## config.mk

```make
export PLATFORM = sky130hd
export DESIGN_NAME = vga_sync_gen
export DESIGN_NICKNAME = d
export VERILOG_FILES = /design/src/rtl/vga_timing_pkg.sv /design/src/rtl/vga_axis_counter.sv /design/src/rtl/vga_sync_gen.sv
export SDC_FILE = /design/constraint.sdc
export NUM_CORES = 1
export LEC_CHECK = 0
export ABC_AREA = 1
export CAP_MARGIN = 25
export CORE_ASPECT_RATIO = 0.6
export CORE_MARGIN = 8
export CORE_UTILIZATION = 45
export CTS_CLUSTER_SIZE = 20
export DETAILED_ROUTE_END_ITERATION = 8
export PLACE_DENSITY = 0.77
export REMOVE_ABC_BUFFERS = 1
export SLEW_MARGIN = 30
export SYNTH_ARGS = -nofsm -noshare
export SYNTH_HDL_FRONTEND = slang
export SYNTH_HIERARCHICAL = 1
export SYNTH_SLANG_ARGS = --single-unit
```

## constraint.sdc

```tcl
create_clock -name wb_clk_i -period 1.8 [get_ports wb_clk_i]
set_input_delay 0.36 -clock wb_clk_i [delete_from_list [all_inputs] [get_ports wb_clk_i]]
set_output_delay 0.36 -clock wb_clk_i [all_outputs]
set_load 0.02 [all_outputs]
```

## src/rtl/vga_timing_pkg.sv

```systemverilog
// -----------------------------------------------------------------------------
// vga_timing_pkg
//   Shared timing constants and types for the VGA raster generator.
//   - DEF_* : 640x480@60 default timing (pixels / lines).
//   - DEF_H_TOTAL / DEF_V_TOTAL : derived totals (800 / 525).
//   - CNT_W / CNT_MAX_TOTAL : counter width and the largest total it can hold.
//   - cnt_t   : raster counter type.
//   - phase_e : per-axis phase, walked ACTIVE -> FP -> SYNC -> BP -> ACTIVE.
//   - next_phase() : successor of a phase in that cycle.
// No ports (package).
// -----------------------------------------------------------------------------
package vga_timing_pkg;

  localparam int unsigned CNT_W         = 10;
  localparam int unsigned CNT_MAX_TOTAL = 1 << CNT_W;

  localparam int unsigned DEF_H_ACTIVE = 640;
  localparam int unsigned DEF_H_FP     = 16;
  localparam int unsigned DEF_H_SYNC   = 96;
  localparam int unsigned DEF_H_BP     = 48;
  localparam int unsigned DEF_V_ACTIVE = 480;
  localparam int unsigned DEF_V_FP     = 10;
  localparam int unsigned DEF_V_SYNC   = 2;
  localparam int unsigned DEF_V_BP     = 33;

  localparam int unsigned DEF_H_TOTAL = DEF_H_ACTIVE + DEF_H_FP + DEF_H_SYNC + DEF_H_BP;
  localparam int unsigned DEF_V_TOTAL = DEF_V_ACTIVE + DEF_V_FP + DEF_V_SYNC + DEF_V_BP;

  typedef logic [CNT_W-1:0] cnt_t;

  typedef enum logic [1:0] {
    PH_ACTIVE = 2'd0,
    PH_FP     = 2'd1,
    PH_SYNC   = 2'd2,
    PH_BP     = 2'd3
  } phase_e;

  function automatic phase_e next_phase(input phase_e ph);
    phase_e nxt;
    case (ph)
      PH_ACTIVE: nxt = PH_FP;
      PH_FP:     nxt = PH_SYNC;
      PH_SYNC:   nxt = PH_BP;
      PH_BP:     nxt = PH_ACTIVE;
      default:   nxt = PH_ACTIVE;
    endcase
    return nxt;
  endfunction

endpackage : vga_timing_pkg

```

## src/rtl/vga_axis_counter.sv

```systemverilog
// -----------------------------------------------------------------------------
// vga_axis_counter
//   One raster axis (horizontal or vertical): a wrapping position counter, a
//   phase FSM tracking ACTIVE/FP/SYNC/BP, a registered sync output and a
//   combinational "next position is visible" flag. All outputs that depend on
//   position are computed from the NEXT count so they change on the same edge
//   as the count itself.
//
// Parameters: ACTIVE, FP, SYNC, BP (lengths, each >= 1), POL (asserted sync level)
// Ports:
//   clk_i        in   clock
//   rst_i        in   asynchronous reset, active-high
//   adv_i        in   advance the axis by one on this edge
//   count_o      out  current position 0..TOTAL-1 (resets to TOTAL-1)
//   wrap_o       out  comb: adv_i while at TOTAL-1 (count returns to 0 this edge)
//   sync_o       out  registered sync at POL polarity
//   active_nx_o  out  comb: position after this edge lies in the active region
// -----------------------------------------------------------------------------
module vga_axis_counter
  import vga_timing_pkg::*;
#(
  parameter int unsigned ACTIVE = DEF_H_ACTIVE,
  parameter int unsigned FP     = DEF_H_FP,
  parameter int unsigned SYNC   = DEF_H_SYNC,
  parameter int unsigned BP     = DEF_H_BP,
  parameter bit          POL    = 1'b0
) (
  input  logic clk_i,
  input  logic rst_i,
  input  logic adv_i,
  output cnt_t count_o,
  output logic wrap_o,
  output logic sync_o,
  output logic active_nx_o
);

  localparam int unsigned TOTAL = ACTIVE + FP + SYNC + BP;

  // Last position of each phase; the FSM leaves a phase when advancing from it.
  localparam cnt_t LAST_ACTIVE = cnt_t'(ACTIVE - 1);
  localparam cnt_t LAST_FP     = cnt_t'(ACTIVE + FP - 1);
  localparam cnt_t LAST_SYNC   = cnt_t'(ACTIVE + FP + SYNC - 1);
  localparam cnt_t LAST        = cnt_t'(TOTAL - 1);

  if (TOTAL > CNT_MAX_TOTAL) begin : g_bad_total
    $error("vga_axis_counter: total %0d does not fit the %0d-bit counter", TOTAL, CNT_W);
  end
  if (ACTIVE == 0 || FP == 0 || SYNC == 0 || BP == 0) begin : g_bad_phase
    $error("vga_axis_counter: every phase length must be at least 1");
  end

  cnt_t   count_q, count_d;
  phase_e phase_q, phase_d;
  logic   sync_q,  sync_d;
  logic   at_last;

  // Position counter next state.
  // NOTE: every signal driven in always_comb gets a default first, so no path
  // leaves it unassigned and no latch is inferred.
  always_comb begin
    at_last = (count_q == LAST);
    wrap_o  = adv_i & at_last;
    count_d = count_q;
    if (adv_i) begin
      count_d = at_last ? '0 : count_q + 1'b1;
    end
  end

  // Phase FSM next state: a transition fires only on an advance out of the
  // last position of the current phase.
  always_comb begin
    phase_d = phase_q;
    if (adv_i) begin
      case (phase_q)
        PH_ACTIVE: if (count_q == LAST_ACTIVE) phase_d = next_phase(phase_q);
        PH_FP:     if (count_q == LAST_FP)     phase_d = next_phase(phase_q);
        PH_SYNC:   if (count_q == LAST_SYNC)   phase_d = next_phase(phase_q);
        PH_BP:     if (at_last)                phase_d = next_phase(phase_q);
        default:   phase_d = PH_BP;
      endcase
    end
  end

  // Phase FSM outputs, decoded from the next phase (zero skew against count).
  always_comb begin
    sync_d      = (phase_d == PH_SYNC) ? POL : ~POL;
    active_nx_o = (phase_d == PH_ACTIVE);
  end

  // State register. Reset parks the axis at its last position (inside BP) so
  // the first advance lands on position 0 at the start of ACTIVE.
  // NOTE: sequential state uses non-blocking assignments so every register
  // samples pre-edge values regardless of process ordering.
  always_ff @(posedge clk_i or posedge rst_i) begin
    if (rst_i) begin
      count_q <= LAST;
      phase_q <= PH_BP;
      sync_q  <= ~POL;
    end else begin
      count_q <= count_d;
      phase_q <= phase_d;
      sync_q  <= sync_d;
    end
  end

  assign count_o = count_q;
  assign sync_o  = sync_q;

endmodule : vga_axis_counter

```

## src/rtl/vga_sync_gen.sv

```systemverilog
// -----------------------------------------------------------------------------
// vga_sync_gen
//   Free-running VGA raster timing generator on wb_clk_i. A prescaler produces
//   a pixel tick every CLK_DIV cycles; a horizontal axis counter advances on
//   each tick and a vertical one on each horizontal wrap. hsync/vsync/active
//   are registered and change on the same edge as x/y.
//
// Optional feature (macro VGA_FRAME_COUNT_EN): adds an 8-bit frame_cnt output
// counting frame starts (wraps 255 -> 0). Without the macro the port and the
// register do not exist.
//
// Ports:
//   wb_clk_i     in   system clock
//   wb_rst_i     in   asynchronous reset, active-high
//   en           in   run enable; 0 freezes prescaler and raster
//   pix_tick     out  1-cycle strobe; x/y/sync advance on this cycle's edge
//   x            out  [9:0] horizontal position 0..H_TOTAL-1
//   y            out  [9:0] vertical position 0..V_TOTAL-1
//   active       out  x < H_ACTIVE and y < V_ACTIVE
//   hsync        out  horizontal sync, asserted level HSYNC_POL
//   vsync        out  vertical sync, asserted level VSYNC_POL
//   line_start   out  one cycle high when x first reads 0
//   frame_start  out  one cycle high when (x,y) first reads (0,0)
//   frame_cnt    out  [7:0] frames started (VGA_FRAME_COUNT_EN only)
// -----------------------------------------------------------------------------
module vga_sync_gen
  import vga_timing_pkg::*;
#(
  parameter int unsigned CLK_DIV   = 4,
  parameter int unsigned H_ACTIVE  = DEF_H_ACTIVE,
  parameter int unsigned H_FP      = DEF_H_FP,
  parameter int unsigned H_SYNC    = DEF_H_SYNC,
  parameter int unsigned H_BP      = DEF_H_BP,
  parameter int unsigned V_ACTIVE  = DEF_V_ACTIVE,
  parameter int unsigned V_FP      = DEF_V_FP,
  parameter int unsigned V_SYNC    = DEF_V_SYNC,
  parameter int unsigned V_BP      = DEF_V_BP,
  parameter bit          HSYNC_POL = 1'b0,
  parameter bit          VSYNC_POL = 1'b0
) (
  input  logic       wb_clk_i,
  input  logic       wb_rst_i,
  input  logic       en,
  output logic       pix_tick,
  output logic [9:0] x,
  output logic [9:0] y,
  output logic       active,
  output logic       hsync,
  output logic       vsync,
  output logic       line_start,
  output logic       frame_start
`ifdef VGA_FRAME_COUNT_EN
  ,
  output logic [7:0] frame_cnt
`endif
);

  // Prescaler width; CLK_DIV == 1 still gets a (constant-zero) 1-bit register.
  localparam int unsigned PW = (CLK_DIV > 1) ? $clog2(CLK_DIV) : 1;
  localparam logic [PW-1:0] PRESC_LAST = PW'(CLK_DIV - 1);

  if (CLK_DIV < 1) begin : g_bad_div
    $error("vga_sync_gen: CLK_DIV must be at least 1");
  end

  logic [PW-1:0] presc_q, presc_d;
  logic          line_start_q, line_start_d;
  logic          frame_start_q, frame_start_d;
  logic          active_q, active_d;

  logic h_wrap, v_wrap;
  logic h_sync, v_sync;
  logic h_active_nx, v_active_nx;
  cnt_t h_count, v_count;

  // Pixel tick is a decode of the registered prescaler, gated by en so a
  // frozen generator never strobes.
  always_comb begin
    pix_tick = en & (presc_q == PRESC_LAST);
    presc_d  = presc_q;
    if (en) begin
      presc_d = pix_tick ? '0 : presc_q + 1'b1;
    end
  end

  vga_axis_counter #(
    .ACTIVE (H_ACTIVE),
    .FP     (H_FP),
    .SYNC   (H_SYNC),
    .BP     (H_BP),
    .POL    (HSYNC_POL)
  ) u_h_axis (
    .clk_i       (wb_clk_i),
    .rst_i       (wb_rst_i),
    .adv_i       (pix_tick),
    .count_o     (h_count),
    .wrap_o      (h_wrap),
    .sync_o      (h_sync),
    .active_nx_o (h_active_nx)
  );

  // The vertical axis steps once per line, on the horizontal wrap strobe.
  vga_axis_counter #(
    .ACTIVE (V_ACTIVE),
    .FP     (V_FP),
    .SYNC   (V_SYNC),
    .BP     (V_BP),
    .POL    (VSYNC_POL)
  ) u_v_axis (
    .clk_i       (wb_clk_i),
    .rst_i       (wb_rst_i),
    .adv_i       (h_wrap),
    .count_o     (v_count),
    .wrap_o      (v_wrap),
    .sync_o      (v_sync),
    .active_nx_o (v_active_nx)
  );

  // Pulses are registered versions of the wrap strobes: high for exactly the
  // cycle in which the new position is first visible.
  always_comb begin
    line_start_d  = h_wrap;
    frame_start_d = v_wrap;
    active_d      = h_active_nx & v_active_nx;
  end

  always_ff @(posedge wb_clk_i or posedge wb_rst_i) begin
    if (wb_rst_i) begin
      presc_q       <= '0;
      line_start_q  <= 1'b0;
      frame_start_q <= 1'b0;
      active_q      <= 1'b0;
    end else begin
      presc_q       <= presc_d;
      line_start_q  <= line_start_d;
      frame_start_q <= frame_start_d;
      active_q      <= active_d;
    end
  end

`ifdef VGA_FRAME_COUNT_EN
  logic [7:0] frame_cnt_q, frame_cnt_d;

  // Counts on the same edge that raises frame_start; wraps naturally at 8 bits.
  always_comb begin
    frame_cnt_d = frame_cnt_q;
    if (v_wrap) begin
      frame_cnt_d = frame_cnt_q + 8'd1;
    end
  end

  always_ff @(posedge wb_clk_i or posedge wb_rst_i) begin
    if (wb_rst_i) begin
      frame_cnt_q <= 8'd0;
    end else begin
      frame_cnt_q <= frame_cnt_d;
    end
  end

  assign frame_cnt = frame_cnt_q;
`endif

  assign x           = h_count;
  assign y           = v_count;
  assign active      = active_q;
  assign hsync       = h_sync;
  assign vsync       = v_sync;
  assign line_start  = line_start_q;
  assign frame_start = frame_start_q;

endmodule : vga_sync_gen

```

=== Yosys cells after proc, flatten, opt, wreduce, memory -nomap -nowiden ===
Index checks and enable logic that the tools add are counted.
Widths: inputs -> output; s select.

* Word-level logic and storage cells: 55
* Register bits: 31

* $add $sub $neg: 3
* Mux-type cells: 17
* Bitwise operators: 4
* Reductions and logical operators: 4
* Equal/unequal tests: 17

{| class="wikitable"
|+ Operators with widths
! operator !! count
|-
| $eq 10x10->1 const B || 5
|-
| $eq 10x9->1 const B || 3
|-
| $mux 2 || 11
|-
| $add 10x1->10 const B || 2
|-
| $mux 10 || 2
|-
| $pmux 2 s4 || 2
|-
| $eq 2x2->1 const B || 7
|-
| $logic_not 2->1 || 4
|-
| $and 1x1->1 || 4
|-
| $eq 2x1->1 const B || 2
|-
| $add 2x1->2 const B || 1
|-
| $mux 1 || 2
|}

=== Depth between registers and ports, before layout ===
Gate-level depths: netlist of run 1.

* Depth in word-level cells: 6
* Mapped depth: 18

=== Hierarchy ===
Netlist of run 1, hierarchy kept.

{| class="wikitable"
|+ By module, submodules not included
! module !! times used !! area each (um^2) !! cells an instance !! seq. area each (um^2)
|-
| vga_axis_counter (u_v_axis) || 1 || 868.3 || 119 || 332.8
|-
| vga_axis_counter (u_h_axis) || 1 || 742.0 || 94 || 337.8
|-
| vga_sync_gen || 1 || 191.4 || 20 || 125.1
|}

=== Worst setup path before layout of run 1 ===
No wires, ideal clock.

* Kind: register -> register
* Start point: reg presc_q[0]
* End point: reg u_v_axis.count_q[4] (netlist: u_v_axis/count_o[4])
* Setup slack: -125 ps
* Library setup time: 63 ps
* Stages on the path, launching flop included: 16
* Buffers on the path: 1
* Arrival: 1,862 ps
* Path through: dfrtp_1 > ha_1 > nand2_1 > inv_1 > nand2_2 > inv_2 > nand2_4 > inv_1 > nand2_2 > inv_1 > buf_2 > nand2_1 > nor2_1 > xor2_1 > nand2_1 > inv_1

* Cells in the longest elaborated chain, start to end: 3

{| class="wikitable"
|+ Ends and longest elaborated chain
! item !! line !! text
|-
| from (decl) || vga_sync_gen.sv:66 || <nowiki>logic [PW-1:0] presc_q, presc_d;</nowiki>
|-
| from (signal assigned) || vga_sync_gen.sv:134 || <nowiki>presc_q <= presc_d;</nowiki>
|-
| $eq 2x2->1 || vga_sync_gen.sv:79 || <nowiki>pix_tick = en & (presc_q == PRESC_LAST);</nowiki>
|-
| $and 1x1->1 || vga_sync_gen.sv:79 ||
|-
| via pix_tick || vga_sync_gen.sv:44 || <nowiki>output logic pix_tick,</nowiki>
|-
| $and 1x1->1 || vga_axis_counter.sv:62 || <nowiki>wrap_o = adv_i & at_last;</nowiki>
|-
| via h_wrap || vga_sync_gen.sv:71 || <nowiki>logic h_wrap, v_wrap;</nowiki>
|-
| to (signal assigned) || vga_axis_counter.sv:100 || <nowiki>count_q <= count_d;</nowiki>
|-
| to (decl) || vga_axis_counter.sv:52 || <nowiki>cnt_t count_q, count_d;</nowiki>
|}

The timed path passes the listed nets, and every way through them passes these cells.
A chain may end at the register's enable or synchronous reset.

=== Worst setup path after layout of run 1 ===
* Start point: reg u_v_axis.sync_q (netlist: u_v_axis/sync_o)
* End point: out vsync

{| class="wikitable"
|+ RTL lines
! item !! line !! text
|-
| from (decl) || vga_axis_counter.sv:54 || <nowiki>logic sync_q, sync_d;</nowiki>
|-
| from (signal assigned) || vga_axis_counter.sv:98 || <nowiki>sync_q <= ~POL;</nowiki>
|-
| from (signal assigned) || vga_axis_counter.sv:102 || <nowiki>sync_q <= sync_d;</nowiki>
|-
| to (decl) || vga_sync_gen.sv:49 || <nowiki>output logic vsync,</nowiki>
|}

No word-level cell between the ends.

==> results of run 1 <==
==> through the flow <==
stage / instance area, sq um / utilization / instances / total power [W]
4_1_cts: 2390 / 0.640 / 335 / 0.00178
3_3_place_gp: 2290 / 0.611 / 327 / 0.00122
5_1_grt: 2480 / 0.664 / 341 / 0.00193
2_1_floorplan: 1780 / - / 230 / 0.00102
3_5_place_dp: 2290 / 0.611 / 327 / 0.00123
6_report: 2480 / 0.664 / 341 / 0.00183
==> repair_timing <==
item	in CTS	in global routing
setup buffers	0	6
pin swaps	1	11
gates resized for setup	20	17
setup endpoints to repair	17	13
==> worst reg2reg max path, delay by kind of cell (launching register included) <==
| kind | cells | cell delay, ps |
|---|---|---|
| flops | 1 | 560 |
| simple gates | 8 | 540 |
| buf+inv | 6 | 340 |
| fa+ha+maj | 1 | 160 |
| compound gates | 1 | 40 |
==> kinds of logic (layout without fill, tap and decap cells) <==
kind of cell	after synthesis	after routing	synth area share
simple gates	124	124	0.330
flops	31	31	0.442
compound gates	13	13	0.0403
xor+xnor	9	9	0.0438
buf+inv	51	112	0.110
fa+ha+maj	5	5	0.0347
==> worst paths after layout <==
kind	endpoint	slack [ps]
setup / recovery	vsync	50
hold / removal	presc_q[1]$_DFFE_PP0P_	330
setup reg to reg	active$_DFF_PP0_	70
hold reg to reg	u_h_axis/count_o[5]$_DFFE_PP0P_	530
max in group asynchronous	u_v_axis/count_o[2]$_DFFE_PP1P_	960
min in group wb_clk_i	presc_q[1]$_DFFE_PP0P_	460
==> final cells by class <==
class	instances	area, sq um
Clock buffer	7	86.3
Clock inverter	1	5.00
Fill cell	305	1260
Inverter	48	188
Multi-Input combinational cell	151	863
Sequential cell	31	796
Tap cell	47	58.8
Timing Repair Buffer	56	488
==> flip-flops by register name, summed over array words and instances (netlist names) <==
name / count
u_v_axis/phase_q: 2
u_v_axis/count_o: 10
u_v_axis/sync_o: 1
line_start: 1
presc_q: 2
u_h_axis/count_o: 10
frame_start: 1
u_h_axis/sync_o: 1
u_h_axis/phase_q: 2
active: 1
==> cells in the final DEF (no fill, tap or decap), types with 2 or more instances in the layout <==
| master | synthesis | final |
|---|---|---|
| nand3_2 | 2 | 3 |
| dfrtp_1 | 15 | 15 |
| dlymetal6s2s_1 | 0 | 2 |
| dfstp_2 | 16 | 16 |
| nand4_1 | 5 | 5 |
| nand2_2 | 6 | 7 |
| nor3_2 | 1 | 4 |
| ha_1 | 5 | 3 |
| dlygate4sd2_1 | 0 | 10 |
| inv_1 | 45 | 40 |
| nand2_1 | 51 | 48 |
| buf_4 | 1 | 27 |
| o21ai_0 | 5 | 5 |
| inv_4 | 0 | 3 |
| xor2_1 | 6 | 6 |
| xnor2_1 | 3 | 3 |
| inv_2 | 3 | 5 |
| nand2_4 | 1 | 3 |
| nor2_4 | 2 | 2 |
| nand3_1 | 19 | 18 |
| clkbuf_8 | 0 | 6 |
| nor2_1 | 22 | 21 |
| a21oi_1 | 5 | 5 |
| a21oi_2 | 2 | 2 |
| clkdlybuf4s50_1 | 0 | 15 |
| nor2_2 | 8 | 9 |
| nor3_1 | 6 | 3 |
==> metal layers <==
metal | routed length (microns) | vias to the layer above | global-route usage
li1 | - | 833 | -
met1 | 2280 | 753 | 0.205
met2 | 1740 | 58 | 0.182
met3 | 386 | 5 | 0.0519
met4 | 43 | 0 | 0.0507
met5 | 0 | - | 0
==> power by group through the flow <==
stage / Combinational, W / Clock (W) / Sequential, W
after CTS: 0.000384 / 0.000568 / 0.000830
after floorplan: 0.000132 / 0 / 0.000891
after detailed placement: 0.000397 / 0 / 0.000830
after global routing: 0.000489 / 0.000605 / 0.000833
final: 0.000445 / 0.000559 / 0.000828
after global placement: 0.000394 / 0 / 0.000826
==> Flow_metrics.wiki, run 1 <==
{| class="wikitable"
! Metric !! Value
|-
| Status || complete, no violations
|-
| Post-Synthesis Cells || around 230
|-
| Wire length of the first global-routing pass || between 7000 and 8000 microns
|-
| Horizontal die dimension || 97.7 microns
|-
| Internal Dissipation || about 0.0013 W
|-
| Count of final hold-check violations || 0
|-
| Unrepaired setup endpoints after global routing || yes
|-
| Data required time of the worst path || ~1400 ps
|-
| Final total negative setup slack || 0 ps
|-
| Starting DRC count in detailed routing || about 160
|-
| Maximum fanout count along the critical path || 1
|-
| Tightest hold margin || 330 ps
|-
| Fraction of power consumed by combinational cells || 0.243
|-
| Number of unique standard cell types used by synthesis || 25
|-
| Share of the synthesized area in the top cell type || 0.233
|-
| Cell taking the most area after synthesis || dfstp_2
|-
| Library cell with the highest instance count after synthesis || nand2_1
|-
| Vias in the first global route || between 1500 and 2000
|-
| Endpoint kind of the worst setup timing path || output port
|-
| Crit-path slowest cell || clkdlybuf4s50_1
|-
| Final critical-path required period || roughly 1800 ps
|-
| GRT Residual Overflow || 0
|-
| Worst setup slack after layout || roughly 46 ps
|-
| Initial core utilization || 0.481
|-
| IO Count || 29
|-
| Synth warn || 6
|-
| Clock Latency Late Sink || around 280 ps
|-
| Largest stage delay, worst path || ~600 ps
|-
| F_max || about 0.57 GHz
|-
| Num Clock Sinks || 31
|-
| Share of power burned in registers || 0.452
|-
| Worst setup path start || u_v_axis/sync_o$_DFF_PP1_
|-
| H-tree Lvls || 2
|-
| Transition time at the pin with the least slew margin || roughly 510 ps
|-
| Hold WC Path Type || input pin to asynchronous set/reset pin
|-
| Clock Tree Root || clkbuf_8
|-
| Post-DR wirelength/cell || ~13 microns
|-
| Critical path launch point type || register
|-
| Initial DRT Pass Iterations || 4
|-
| HPWL after DPL || 3380 microns
|-
| Register clock-pin slew on the reported worst setup and hold paths || ~70 ps
|-
| Cells traversed along the worst timing path || clkdlybuf4s50_1
|-
| #FFs+latches synth || 31
|-
| Share of flip-flops with an asynchronous set or reset || 1.00
|-
| TritonCTS Buffers || 5
|-
| Combined global-route utilization of all metal layers || 0.141
|-
| Post-synth EDFFs || 0
|-
| Cell family with the largest share of critical-path delay || buffers and inverters
|-
| Total power divided by cell area || around 740 nW/um^2
|-
| TritonCTS clock tree || yes
|-
| Total setup violations reported at the end of the flow || 0
|-
| Share of cells above drive strength 1 || 0.316
|-
| Switching power share of the total || 0.285
|-
| Synthesized area || about 1800 sq um
|-
| Max_slew headroom || 0.661
|-
| DRC violations left || 0
|-
| Arrival time reported for the critical path endpoint || roughly 1400 ps
|-
| Clock share of power || 0.305
|-
| Antenna violations before repair || 0
|-
| Post-route ant nets || 0
|-
| Leakage power total || ~1.3 nW
|-
| Peak VDD IR || approximately 0.00058 V
|-
| Post-synth top flop || dfstp_2
|-
| Die Outline Area || 6350 sq um
|-
| Number of maximum-capacitance constraint violations || 0
|-
| Number of diodes || 0
|-
| Crit path buffers/inverters || 1
|-
| Core Box Area || 3740 sq um
|-
| Final GP Congestion || around 0.87
|-
| Worst slack at placement || -346 ps
|-
| Via density per instance || slightly below 5
|-
| Signed area change from the synthesized netlist to the final layout || 37.9%
|-
| Post-synth top cells || nand2_1, inv_1, nor2_1
|-
| Final worst clock skew || 9.54 ps
|-
| Max-slew violation count || 0
|-
| Sequential-to-total area share from yosys stat || 0.442
|-
| Startpoint of the lowest-slack register-to-register path || u_h_axis/count_o[1]$_DFFE_PP1P_
|-
| WL final || 4450 microns
|-
| Area contributors post-synth || dfstp_2, dfrtp_1, nand2_1, inv_1, nand3_1
|-
| Instance count on the critical path || 1
|-
| Number of nets in the layout || between 300 and 400
|-
| Maximum number of pins on one net before global-route repair || 14
|-
| Final clock period utilization by the worst path || 0.975
|-
| Syn Area/Cell || ~7.7 sq um
|-
| Buffer depth of the longest clock path || 2
|-
| Class of the most critical setup path || register to output port
|-
| Die Span Y || roughly 65 microns
|-
| CTS Hold Bufs || 0
|-
| Number of buffers inserted by port buffering || 28
|-
| Total number of vias || approximately 1600
|-
| Power spent charging and discharging nets || roughly 0.00052 W
|-
| Worst Reg2Reg Path Length in Cells || 16
|-
| Core Rows || 17
|}
Power figures use the tool's default switching activity.
==> inputs of run 2 (changes only) <==
--- a/config.mk
+++ b/config.mk
@@ -12,6 +12,7 @@
 export CORE_UTILIZATION = 45
 export CTS_CLUSTER_SIZE = 20
 export DETAILED_ROUTE_END_ITERATION = 8
+export GPL_ROUTABILITY_DRIVEN = 0
 export PLACE_DENSITY = 0.77
 export REMOVE_ABC_BUFFERS = 1
 export SLEW_MARGIN = 30
==> results of run 2 <==
Final layout, timing and power as in run 1 (identical DEF).
